$ cat src/rtl/button_event_pkg.sv
// Shared definitions for the button event path: FSM state encoding and timer width.
// Also imported by the pattern-select FSM, so the package keeps the name btn_event_pkg.
package btn_event_pkg;

    localparam int unsigned TMR_W = 32;

    typedef enum logic [1:0] {
        IDLE,
        HELD,
        LONG
    } btn_state_t;

endpackage

$ cat src/rtl/button_event_timer.sv
// Cycle timer: clear has priority, counts while enabled, o_done is high in the cycle the
// count reaches TERMINAL-1 with enable. RELOAD=0 saturates at TERMINAL, RELOAD=1 restarts.
module event_timer
    import btn_event_pkg::*;
#(
    parameter logic [TMR_W-1:0] TERMINAL = TMR_W'(2),
    parameter bit               RELOAD   = 1'b0
) (
    input  logic i_clk,
    input  logic i_rstn,
    input  logic i_clr,
    input  logic i_en,
    output logic o_done
);

    localparam logic [TMR_W-1:0] LAST = TERMINAL - TMR_W'(1);

    logic [TMR_W-1:0] cnt_q;

    assign o_done = i_en && !i_clr && (cnt_q == LAST);

    always_ff @(posedge i_clk or negedge i_rstn) begin
        if (!i_rstn) begin
            cnt_q <= '0;
        end else if (i_clr) begin
            cnt_q <= '0;
        end else if (i_en && (cnt_q != TERMINAL)) begin
            if (RELOAD && o_done) begin
                cnt_q <= '0;
            end else begin
                cnt_q <= cnt_q + TMR_W'(1);
            end
        end
    end

endmodule

$ cat src/rtl/button_event.sv
// Debounced button level -> registered press/release/long/repeat pulses and press counter.
// Auto-repeat in the LONG state exists only when BTN_REPEAT_EN is defined.
module button_event
    import btn_event_pkg::*;
#(
    parameter bit          ACTIVE_HIGH   = 1'b1,
    parameter int unsigned LONG_COUNT    = 25_000_000,
    parameter int unsigned REPEAT_PERIOD = 2_500_000
) (
    input  logic       i_clk,
    input  logic       i_rstn,
    input  logic       i_db,
    output logic       o_pressed,
    output logic       o_press,
    output logic       o_release,
    output logic       o_long,
    output logic       o_repeat,
    output logic [7:0] o_press_cnt
);

    btn_state_t state_q, state_d;
    logic       btn;
    logic       armed_q;
    logic       press_d, rel_d, long_d, pressed_d;
    logic [7:0] cnt_d;
    logic       long_clr, long_en, long_done;

    assign btn = ACTIVE_HIGH ? i_db : ~i_db;

    // Enable is gated by btn so a release sampled on the terminal cycle suppresses o_long.
    assign long_clr = (state_q == IDLE);
    assign long_en  = (state_q == HELD) && btn;

    event_timer #(
        .TERMINAL (TMR_W'(LONG_COUNT)),
        .RELOAD   (1'b0)
    ) u_long_tmr (
        .i_clk  (i_clk),
        .i_rstn (i_rstn),
        .i_clr  (long_clr),
        .i_en   (long_en),
        .o_done (long_done)
    );

    always_comb begin
        state_d = state_q;
        press_d = 1'b0;
        rel_d   = 1'b0;
        long_d  = 1'b0;
        cnt_d   = o_press_cnt;
        unique case (state_q)
            IDLE: begin
                if (btn && armed_q) begin
                    state_d = HELD;
                    press_d = 1'b1;
                    cnt_d   = o_press_cnt + 8'd1;
                end
            end
            HELD: begin
                if (!btn) begin
                    state_d = IDLE;
                    rel_d   = 1'b1;
                end else if (long_done) begin
                    state_d = LONG;
                    long_d  = 1'b1;
                end
            end
            LONG: begin
                if (!btn) begin
                    state_d = IDLE;
                    rel_d   = 1'b1;
                end
            end
            default: state_d = IDLE;
        endcase
        pressed_d = (state_d != IDLE);
    end

    always_ff @(posedge i_clk or negedge i_rstn) begin
        if (!i_rstn) begin
            state_q     <= IDLE;
            armed_q     <= 1'b0;
            o_pressed   <= 1'b0;
            o_press     <= 1'b0;
            o_release   <= 1'b0;
            o_long      <= 1'b0;
            o_press_cnt <= '0;
        end else begin
            state_q     <= state_d;
            armed_q     <= armed_q | ~btn;
            o_pressed   <= pressed_d;
            o_press     <= press_d;
            o_release   <= rel_d;
            o_long      <= long_d;
            o_press_cnt <= cnt_d;
        end
    end

`ifdef BTN_REPEAT_EN
    logic rep_clr, rep_en, rep_done;

    // Cleared outside LONG, so the first pulse lands REPEAT_PERIOD cycles after o_long.
    assign rep_clr = (state_q != LONG);
    assign rep_en  = (state_q == LONG) && btn;

    event_timer #(
        .TERMINAL (TMR_W'(REPEAT_PERIOD)),
        .RELOAD   (1'b1)
    ) u_rep_tmr (
        .i_clk  (i_clk),
        .i_rstn (i_rstn),
        .i_clr  (rep_clr),
        .i_en   (rep_en),
        .o_done (rep_done)
    );

    always_ff @(posedge i_clk or negedge i_rstn) begin
        if (!i_rstn) begin
            o_repeat <= 1'b0;
        end else begin
            o_repeat <= rep_done;
        end
    end
`else
    logic unused_repeat_period;

    assign unused_repeat_period = ^REPEAT_PERIOD;
    assign o_repeat             = 1'b0;
`endif

endmodule
$ cat config.mk
export PLATFORM = sky130hd
export DESIGN_NAME = button_event
export DESIGN_NICKNAME = d
export VERILOG_FILES = /design/src/rtl/button_event_pkg.sv /design/src/rtl/button_event_timer.sv /design/src/rtl/button_event.sv
export SDC_FILE = /design/constraint.sdc
export NUM_CORES = 1
export LEC_CHECK = 0
export ABC_CLOCK_PERIOD_IN_PS = 2810
export BUFFER_PORTS_ARGS = -buffer_cell sky130_fd_sc_hd__clkbuf_2
export CAP_MARGIN = 5
export CORE_ASPECT_RATIO = 1.75
export CORE_MARGIN = 10
export CORE_UTILIZATION = 50
export CTS_BUF_LIST = sky130_fd_sc_hd__clkbuf_8
export DETAILED_ROUTE_END_ITERATION = 8
export PLACE_DENSITY_LB_ADDON = 0.25
export SLEW_MARGIN = 20
export SYNTH_ARGS = -nofsm -noshare
export SYNTH_HDL_FRONTEND = slang
export SYNTH_HIERARCHICAL = 1
export SYNTH_SLANG_ARGS = --single-unit
$ cat constraint.sdc
create_clock -name i_clk -period 2.81 [get_ports i_clk]
set_input_delay 0.1405 -clock i_clk [delete_from_list [all_inputs] [get_ports i_clk]]
set_output_delay 0.1405 -clock i_clk [all_outputs]
set_load 0.01 [all_outputs]
# Word level (Yosys, flattened, before mapping)
# Index checks and enable logic that the tools add are counted.
[word_totals]
out_inout_bits = 13
input_bits = 3
elab_cells = 41
regBits = 47
[classes]
muxes = 14
eq_ne = 4
n_bitwise = 2
add_sub_neg = 2
reduce_logical = 11
[op_table]
columns = ["op", "n"]
rows = [
  ["32-bit two-way mux", 2],
  ["32-bit by 1-bit adder with 32-bit output, second input constant", 1],
  ["32-bit by 25-bit == test with 1-bit output, second input constant", 1],
  ["32-bit by 25-bit != test with 1-bit output, second input constant", 1],
  ["8-bit by 1-bit adder with 8-bit output, second input constant", 1],
  ["2-bit two-way mux", 4],
  ["1-bit two-way mux", 7],
  ["2-bit case mux with 3 select lines", 1],
  ["1-bit logical AND", 5],
  ["2-bit nonzero test", 2],
  ["2-bit by 1-bit == test with 1-bit output, second input constant", 1],
  ["2-bit == test, second input constant", 1],
  ["2-bit logical NOT", 1],
  ["2-bit AND reduction", 1],
  ["2-bit OR reduction", 1],
  ["1-bit logical NOT", 1],
  ["1-bit inverter", 1],
  ["1-bit OR", 1],
]

# Depth between registers and ports, before layout
# Gate-level depths: netlist of the first run.
[depth]
depth_word = 8
ltp_mapped = 10
ltp_nobuf = 9

# By module
# Netlist of the first run, hierarchy kept.
[modules_own_cells]
columns = ["mod", "area_per_inst_um2", "seq_area_each_um2", "cells_each", "n_inst"]
rows = [
  ["event_timer", 1851.8, 800.8, 202, 1],
  ["button_event", 744.5, 375.4, 60, 1],
]

# Least setup slack after synthesis of the first run
# No wires, ideal clock.
[synth_path]
path_kind = "reg-to-reg"
startpoint = "register state_q[1]"
endpoint = "register u_long_tmr.cnt_q[31]"
synth_period_minus_slack_ns = 2.542
path_stages_with_launch = 10
slack_ns = 0.268
required_time_ns = 2.682
setup_time_ns = 0.128
arrival_time_ns = 2.414
path_buffers = 2
path_cell_list = "dfrtp_1 > inv_1 > ha_1 > and2_2 > buf_2 > nand4_1 > or4_1 > buf_2 > nor4_2 > mux2_1"
[synth_via]
elab_chain_cells = 4
word_cells_on_any_way = 6
cone_classes = "1 x eq/ne; 1 x mux; 4 x reduce/logical"
[synth_rtl]
columns = ["element", "line", "text"]
rows = [
  ["start, declared", "button_event.sv:21", "btn_state_t state_q, state_d;"],
  ["start signal, assigned", "button_event.sv:89", "state_q <= state_d;"],
  ["2-bit by 1-bit == test with 1-bit output", "button_event.sv:32", "assign long_en = (state_q == HELD) && btn;"],
  ["1-bit logical AND", "button_event.sv:32", ""],
  ["via long_en", "button_event.sv:26", "logic long_clr, long_en, long_done;"],
  ["1-bit logical AND", "button_event_timer.sv:27", "end else if (i_en && (cnt_q != TERMINAL)) begin"],
  ["2-bit nonzero test (no source line)", "--", ""],
  ["end signal, assigned", "button_event_timer.sv:31", "cnt_q <= cnt_q + TMR_W'(1);"],
  ["end, declared", "button_event_timer.sv:18", "logic [TMR_W-1:0] cnt_q;"],
]
# The timed path passes the listed nets, and every way through them passes these cells.
# A chain may end at the register's enable or synchronous reset.

# Worst setup path after layout of the first run
[layout_path]
startpoint = "register state_q[1]"
endpoint = "register u_long_tmr.cnt_q[28]"
# The elaborated chain is that of the path after synthesis.

==> impl_results.md, run 1 <==
- Remaining DRCs: 0
- Site Rows: 34
- Unrepaired setup endpoints after global routing: false
- VDD IR-drop max: 594 µV
- Setup bufs post-CTS: 0
- Max stage delay on crit path: 0.63 ns
- Final Instance Area: 2820 µm²
- Worst-path fanout max: 16
- Skew-Pair Late Insertion Delay: 0.30 ns
- Clock Sink Count: 47
- Leading area contributor after synthesis: dfrtp_1
- Core Area: 5020 µm²
- WS Path Type: flop to flop
- Critical path capture point type: flop
- Slew Limit Fails: 0
- Sw Share: 0.347
- Initial antenna violation count: 0
- Max Cap Viol: 0
- Slew headroom: 0.436
- Register Area: 1180 µm²
- Outcome: complete, no violations
- Initial cell density of the core: 0.517
- Power share of the clock group: 0.245
- YS warnings: 6
- Register area share after synthesis: 0.453
- Hold Crit Start: i_db
- Clock tree buffer depth: 2
- Final hold vios: 0
- RePlAce Congestion: 0.845
- Place WS: 0.156 ns
- Post-synth EDFFs: 0
- Yosys top cell area share: 0.453
- Layout cells sized above 1: 0.179
- Multi-input gate area: 1320 µm²
- Area Overhead vs Synth: 8.77%
- Post-DP HPWL: 4.17 mm
- Via Count: 2050
- Post-Syn Instances: 262
- Period utilization: 0.900
- Sequential share of power: 0.485
- GRT Overall Usage: 0.144
- Critical path origin: state_q[1]
- Congestion Overflow GR: 0
- Worst slew pin tran: 0.845 ns
- H-tree levels: 2
- Syn avg cell area: 9.91 µm²
- P_leak: 1.17 nW
- Post-synth ARST share: 1.00
- Vias in the first global route: 2081
- Worst-path cell chain: inv_1 > ha_1 > and2_2 > nand2_1 > or4_4 > nor4_1 > mux2_1
- Post-Syn Area: 2600 µm²
- Slowest stage cell, crit path: or4_4
- Antenna diode count: 0
- CTS tree: done
- DR vias/cell: 6.16
- Die Area: 8590 µm²
- DRT antenna net count: 0
- Tmin final: 2.53 ns
- Num CTS Buffers: 5
- FF+latch count, synth: 47
- Die W: 74.5 µm
- Drt pass-1 iters: 4
- Largest net degree at the start of global routing: 46
- Ys flop type: dfrtp_1
- Clk root buf: clkbuf_8
- Placement Cell Area: 2710 µm²
- # port buffers: 14
- Comb pwr share: 0.270
- Worst Path Required: 2.99 ns
- 1st-iter DRT viols: 140
- First-pass GRT wire length: 9.74 mm
- Drt wl/cell: 17.2 µm
- Post-synth net total: 273
- Die Height: 115 µm
- FF-to-FF Start: state_q[1]
- Hold slack final: 0.278 ns
- Fillers: 490
- Post-route setup slack: 0.280 ns
- Ports: 16
- Final Skew: 0.00956 ns
- P_sw: 0.603 mW
- Netlist cell types: 50
- Setup TNS: 0 ns
- Worst setup SP type: flop
- CP arrival: 2.71 ns
- Final nets: 289
- Hold Path Class: primary input to flop
- Area contributors post-synth: dfrtp_1 (45%), ha_1 (3.9%), nor2_1 (3.2%)
- Total wire length: 5.71 mm
- PD cells: 616 nW/µm²
- Setup violators final: 0
- Achievable Freq: 395 MHz
- Worst-path clk slew: 0.09 ns
- P_int: 1.14 mW
worst paths after layout:
check / to / slack, ns / cells after the start
setup reg to reg: u_long_tmr/cnt_q[28] / 0.28 / 7
hold reg to reg: o_press_cnt[7] / 0.48 / 1
setup / recovery: u_long_tmr/cnt_q[28] / 0.28 / 7
hold / removal: armed_q / 0.28 / 3
max in group asynchronous: o_press_cnt[0] / 1.69 / 3
min in group asynchronous: u_long_tmr/cnt_q[26] / 0.47 / 2
synthesized netlist by cell type, drive strengths merged, types with 7 or more instances:
cell type,instances
nor3,7
a21oi,14
xor2,8
or4,11
nor4,11
ha,8
o31ai,10
inv,11
dfrtp,47
nand3,16
nor2,22
nand4,11
mux2,8
buf,7
xnor2,8
nand2,13
cells by family (layout without fill, tap and decap cells):
family	count (synthesis)	in the layout	synth area share
AO/OA/AOI/OAI	40	40	0.101
XOR/XNOR	16	16	0.0540
adder cells (fa/ha/maj)	8	8	0.0386
buffers and inverters	23	40	0.0419
flip-flops	47	47	0.453
multiplexers	8	8	0.0347
other	1	1	0.00144
AND/OR/NAND/NOR	119	119	0.276
final cells by class:
cell class	count	area share
well taps	54	0.0239
clock buffers	6	0.0292
clock inverters	2	0.00443
inverters	11	0.0146
multi-input cells	192	0.467
repair buffers	21	0.0443
flip-flops and latches	47	0.416
timing repair:
action,in CTS,in global routing
setup endpoints to repair,0,7
endpoints found under the hold margin,31,0
hold buffers,1,0
gates resized for setup,0,2
power by group through the flow:
stage / combinational (mW) / clock [mW] / sequential [mW]
floorplan: 0.296 / 0 / 0.867
global placement: 0.462 / 0 / 0.852
detailed placement: 0.478 / 0 / 0.859
CTS: 0.480 / 0.439 / 0.846
global route: 0.535 / 0.464 / 0.861
finish: 0.469 / 0.425 / 0.844
critical path: cells and delay by family (launching register included):
family	cells	cell delay, ns
buf+inv	1	0.11
fa+ha+maj	1	0.19
mux	1	0.35
simple gates	4	1.34
flops	1	0.42
metrics by stage:
stage	utilization	total power, mW	cells
5_1_grt	0.563	1.86	333
4_1_cts	0.561	1.77	333
2_1_floorplan	-	1.16	262
3_5_place_dp	0.540	1.34	324
3_3_place_gp	0.540	1.31	324
6_report	0.563	1.74	333
sequential cells by signal, summed over array words and instances (netlist names):
name	count
state_q	2
armed_q	1
o_press_cnt	8
u_long_tmr/cnt_q	32
o_release	1
o_long	1
o_press	1
o_pressed	1
layer usage:
metal,up-vias,track usage,part of all wire
li1,985,-,-
met4,0,0.0698,0.027
met2,29,0.256,0.55
met3,14,0.0276,0.025
met1,1022,0.158,0.40
met5,-,0,0
cells in the final DEF (no fill, tap or decap), types with 9 or more instances in the layout:
| cell | n |
|---|---|
| inv_1 | 12 |
| a21oi_1 | 14 |
| clkbuf_2 | 14 |
| nor2_1 | 22 |
| nand3_1 | 15 |
| dfrtp_1 | 47 |
| or4_1 | 9 |
| nand4_1 | 10 |
| o31ai_1 | 10 |
| nand2_1 | 12 |
(Power assumes the default switching activity.)
==> run 2: changes to the inputs <==
SYNTH_HIERARCHICAL = not set   (was 1)
==> run 2 against run 1 <==
- final cell count shrank 0.60%
- die area decreased by 3.0%
- critical path depth is 1 higher
- core utilization is essentially flat
- sequential power decreased by 2%
- global-route usage is 0.58 points lower
- sequential share of layout area increased by 1.1 points
- synthesized area shrank 3.9%
- highest routed layer unchanged
==> impl_results.md, run 2 <==
- Outcome: complete, no violations
- Worst-path fanout max: 12
- Post-Route Utilization: 0.563
- Area contributors post-synth: dfrtp_1 (47%), nor2_1 (3.9%), mux2_2 (3.6%)
- Largest Register: u_long_tmr.cnt_q
- Worst setup SP type: flop
- Remaining DRCs: 0
- Achievable Freq: 451 MHz
- CTS tree: done
- Ys flop type: dfrtp_1
- Post-synth net total: 271
- Most frequent cells in the layout: dfrtp_1 (47), nor2_1 (26), nand2_1 (18)
- Register area share after synthesis: 0.471
- Post-Syn Area: 2500 µm²
- Met3 routed WL: 187 µm
- WL met1: 2.22 mm
- Drt pass-1 iters: 4
- Leading area contributor after synthesis: dfrtp_1
- CP arrival: 2.46 ns
- Via Count: 1946
- 1st-iter DRT viols: 116
- Final nets: 286
- Layout cells sized above 1: 0.148
- Unrepaired setup endpoints after global routing: false
- Congestion Overflow GR: 0
- Largest net degree at the start of global routing: 31
- Clock tree buffer depth: 2
- Slew Limit Fails: 0
- Largest regs: u_long_tmr.cnt_q: 32 flops, o_press_cnt: 8 flops, state_q: 2 flops
- Vias in the first global route: 1969
- Tmin final: 2.22 ns
- Max layer used: met4
- Register Area: 1180 µm²
- Slew headroom: 0.593
- Initial antenna violation count: 0
- Max FFs per register: 32
- # port buffers: 14
- Syn avg cell area: 9.56 µm²
- H-tree levels: 2
- Clock Sink Count: 47
- Final hold vios: 0
- Worst slew pin tran: 0.610 ns
- PD cells: 655 nW/µm²
- Post-DP HPWL: 3.99 mm
- VDD IR-drop max: 643 µV
- Critical path capture point type: flop
- Post-synth EDFFs: 0
- YS warnings: 0
- Ports: 16
- P_leak: 1.16 nW
- DRT antenna net count: 0
- WS Path Type: flop to flop
- Worst-path clk slew: 0.10 ns
- FF+latch count, synth: 47
- Total wire length: 5.46 mm
- Top cells by count, synth: dfrtp_1 (47), nor2_1 (26), nand2_1 (18), a21oi_1 (15), nand4_1 (12)
- Most common cell after layout, fill and taps aside: dfrtp_1
- Die W: 73.4 µm
- DR WL met2: 2.87 mm
- Period utilization: 0.788
- DR vias/cell: 5.88
- RePlAce Congestion: 0.890
- Count leader, synth: dfrtp_1
- Post-synth ARST share: 1.00
- Max Cap Viol: 0
- Worst Path Required: 3.05 ns
- Die Area: 8330 µm²
- Site Rows: 34
- Core Area: 4890 µm²
- Fillers: 444
- Final Skew: 0.0168 ns
- Clk root buf: clkbuf_8
- Setup violators final: 0
- Netlist cell types: 42
- Drt wl/cell: 16.5 µm
- Area Overhead vs Synth: 10.3%
- GRT Overall Usage: 0.139
- Hold Path Class: primary input to flop
- Initial cell density of the core: 0.510
- Multi-input gate area: 1240 µm²
- Skew-Pair Late Insertion Delay: 0.31 ns
- Antenna diode count: 0
- CTS resizes: 0
- Num CTS Buffers: 5
- First-pass GRT wire length: 9.37 mm
- Post-Syn Instances: 261
- Die Height: 113 µm
- Setup TNS: 0 ns
- Yosys top cell area share: 0.471
[run 2: kinds of logic after synthesis]
family                   after synthesis  synth area share
flip-flops                            47             0.471
XOR/XNOR                              18            0.0632
AO/OA/AOI/OAI                         35            0.0822
buffers and inverters                 20            0.0326
AND/OR/NAND/NOR                      125             0.278
other                                  1           0.00150
multiplexers                           8            0.0361
adder cells (fa/ha/maj)                7            0.0351
[run 2: final timing paths]
path	start	depth (start not counted)	endpoint	slack [ns]
setup / recovery	state_q[1]	8	u_long_tmr.cnt_q[31]	0.59
hold / removal	i_db	2	armed_q	0.12
setup reg to reg	state_q[1]	8	u_long_tmr.cnt_q[31]	0.59
hold reg to reg	o_press_cnt[7]	1	o_press_cnt[7]	0.48
max in group asynchronous	i_rstn	3	u_long_tmr.cnt_q[2]	1.64
min in group asynchronous	i_rstn	2	u_long_tmr.cnt_q[12]	0.38
[run 2: cell type report]
| type | instances | share of cell area |
|---|---|---|
| Inverter | 8 | 0.0109 |
| Sequential cell | 47 | 0.427 |
| Clock inverter | 2 | 0.0127 |
| Clock buffer | 6 | 0.0300 |
| Timing Repair Buffer | 20 | 0.0427 |
| Multi-Input combinational cell | 194 | 0.452 |
| Tap cell | 54 | 0.0245 |
[run 2: critical path, cell delays in order (launching register included)]
cell     delay, ns
dfrtp_1       0.41
inv_1         0.09
ha_1          0.20
nand2_1       0.08
buf_4         0.18
nor3_1        0.33
nand4_1       0.30
or3_1         0.42
a21oi_1       0.14
[run 2: repair_timing]
action / CTS / global route
hold endpoints to repair: 22 / 0
hold buffers: 1 / 0
buffers inserted: 0 / 0
[run 2: stage by stage]
stage	power, mW	setup WS [ns]	cell area [µm²]	hold WS [ns]	std cells
detailed placement	1.30	0.621	2630	0.176	322
global route	1.91	0.374	2750	0.132	331
finish	1.80	0.595	2750	0.119	331
global placement	1.29	0.681	2630	0.165	322
floorplan	1.13	0.729	2500	-0.155	261
CTS	1.82	0.615	2750	0.115	331
[run 2: routing by layer]
layer,global-route usage,vias up
met4,0.0649,0
met3,0.0243,13
met5,0,-
met1,0.155,934
li1,-,961
met2,0.243,38
[run 2: report_power, final]
| part | switching, mW | leakage [nW] | total [mW] | internal, mW |
|---|---|---|---|---|
| Sequential | 0.0800 | 0.635 | 0.830 | 0.750 |
| Clock | 0.232 | 0.0612 | 0.520 | 0.288 |
| Combinational | 0.278 | 0.463 | 0.453 | 0.175 |
==> run 3: changes to the inputs <==
ABC_CLOCK_PERIOD_IN_PS = 2100   (was 2810)
clock period = 2.1 ns   (was 2.81 ns; I/O delays follow)
==> run 3 against run 2 <==
- non-clock buffer count rose by 22
- core utilization rose by 3.9 points
- die area did not move
- count of clock-buffer cells in the layout fell by 1
- critical endpoint is now u_long_tmr.cnt_q[30]
- largest cell class unchanged
==> impl_results.md, run 3 (synthesized netlist as in run 2, its figures left out) <==
- Final nets: 308
- Die W: 73.4 µm
- Register Area: 1180 µm²
- Vias in the first global route: 2043
- First-pass GRT wire length: 9.46 mm
- Layout cells sized above 1: 0.237
- Slew Limit Fails: 0
- # port buffers: 14
- Worst setup SP type: flop
- Initial cell density of the core: 0.510
- Drt wl/cell: 15.4 µm
- Unrepaired setup endpoints after global routing: false
- Worst-path clk slew: 0.09 ns
- Outcome: complete, no violations
- Clock Sink Count: 47
- Placement Cell Area: 2740 µm²
- Period utilization: 0.950
- Total wire length: 5.44 mm
- Worst R2R Path Depth: 7
- Worst-path cell chain: inv_2 > ha_4 > nand2_2 > or3_4 > or4_4 > or3_1 > a21oi_1
- Slowest stage cell, crit path: or4_4
- VDD IR-drop max: 862 µV
- Largest net degree at the start of global routing: 41
- Max stage delay on crit path: 0.46 ns
- Setup TNS: 0 ns
- Num CTS Buffers: 5
- Multi-input gate area: 1280 µm²
- Area Overhead vs Synth: 17.9%
- Critical path capture point type: flop
- Worst-path fanout max: 5
- Drt pass-1 iters: 4
- Site Rows: 34
- Final Instance Area: 2940 µm²
- RePlAce Congestion: 0.847
- Die Height: 113 µm
- Largest regs: u_long_tmr.cnt_q: 32 flops, o_press_cnt: 8 flops, state_q: 2 flops
- CTS tree: done
- Core Area: 4890 µm²
- Max Cap Viol: 0
- Clk root buf: clkbuf_8
- DR vias/cell: 5.69
- Clock tree buffer depth: 2
- Post-DP HPWL: 4.12 mm
- Most common cell after layout, fill and taps aside: dfrtp_1
- WS Path Type: flop to flop
- Antenna diode count: 0
- Tmin final: 1.99 ns
- Die Area: 8330 µm²
- CP arrival: 2.22 ns
- Hold Path Class: primary input to flop
- Most frequent cells in the layout: dfrtp_1 (46), buf_4 (26), nor2_1 (25)
- Via Count: 2008
- H-tree levels: 2
- Worst slew pin tran: 0.611 ns
- DRT antenna net count: 0
- P_leak: 1.27 nW
- PD cells: 792 nW/µm²
- 1st-iter DRT viols: 96
- GRT Overall Usage: 0.139
- Congestion Overflow GR: 0
- Fillers: 422
- Final Skew: 0.00554 ns
- Largest Register: u_long_tmr.cnt_q
- Initial antenna violation count: 0
- Skew-Pair Late Insertion Delay: 0.30 ns
- Slew headroom: 0.593
- Final hold vios: 0
- Remaining DRCs: 0
- Worst Path Required: 2.33 ns
- Max FFs per register: 32
- Worst hold stages: 2
- Setup violators final: 0
- Ports: 16
- Achievable Freq: 501 MHz
==> run 3: timing repair <==
action,in CTS,in global routing
setup endpoints to repair,6,10
hold buffers,1,0
endpoints found under the hold margin,23,0
setup buffers,6,2
pin swaps,6,1
resized for setup,5,5
==> run 3: power by group <==
part / internal, mW / switching (mW)
clock network: 0.241 / 0.317
logic: 0.281 / 0.393
registers: 1.00 / 0.0950
total: 1.53 / 0.805
==> run 3: per-layer routing <==
metal	GRT usage	part of all wire
met1	0.153	0.41
met2	0.250	0.55
met3	0.0235	0.022
met4	0.0549	0.020
met5	0	0
==> run 3: worst max-delay path: cells and delay by family, from the launching register on <==
family | cells | cell delay [ns]
AOI/OAI and AO/OA | 1 | 0.12
and+or+nand+nor | 4 | 1.20
DFF | 1 | 0.39
buffers and inverters | 1 | 0.08
adders and majority gates | 1 | 0.14
==> run 3: stage by stage <==
step | hold slack (ns) | total power [mW] | setup WS [ns] | util | std cells
6_report | 0.0812 | 2.33 | 0.106 | 0.602 | 353
5_1_grt | 0.0884 | 2.50 | 0.00393 | 0.602 | 353
4_1_cts | 0.0690 | 2.37 | 0.0000790 | 0.594 | 351
3_5_place_dp | 0.154 | 1.76 | -0.0428 | 0.561 | 336
3_3_place_gp | 0.147 | 1.74 | 0.0412 | 0.561 | 336
2_1_floorplan | -0.191 | 1.51 | 0.0188 | - | 261
==> run 3: layout make-up <==
class	instances	area share
tap	54	0.0230
sequential	47	0.400
multi-input combinational	194	0.435
clock inverter	3	0.00765
clock buffer	5	0.0234
timing repair buffer	42	0.100
inverter	8	0.0102
==> run 3: final timing paths <==
check	end	startpoint	slack (ns)
max	u_long_tmr.cnt_q[30]	state_q[1]	0.11
min	o_release	i_db	0.08
max reg2reg	u_long_tmr.cnt_q[30]	state_q[1]	0.11
min reg2reg	o_press_cnt[7]	o_press_cnt[7]	0.48
max in group asynchronous	u_long_tmr.cnt_q[7]	i_rstn	1.20
min in group asynchronous	u_long_tmr.cnt_q[11]	i_rstn	0.33
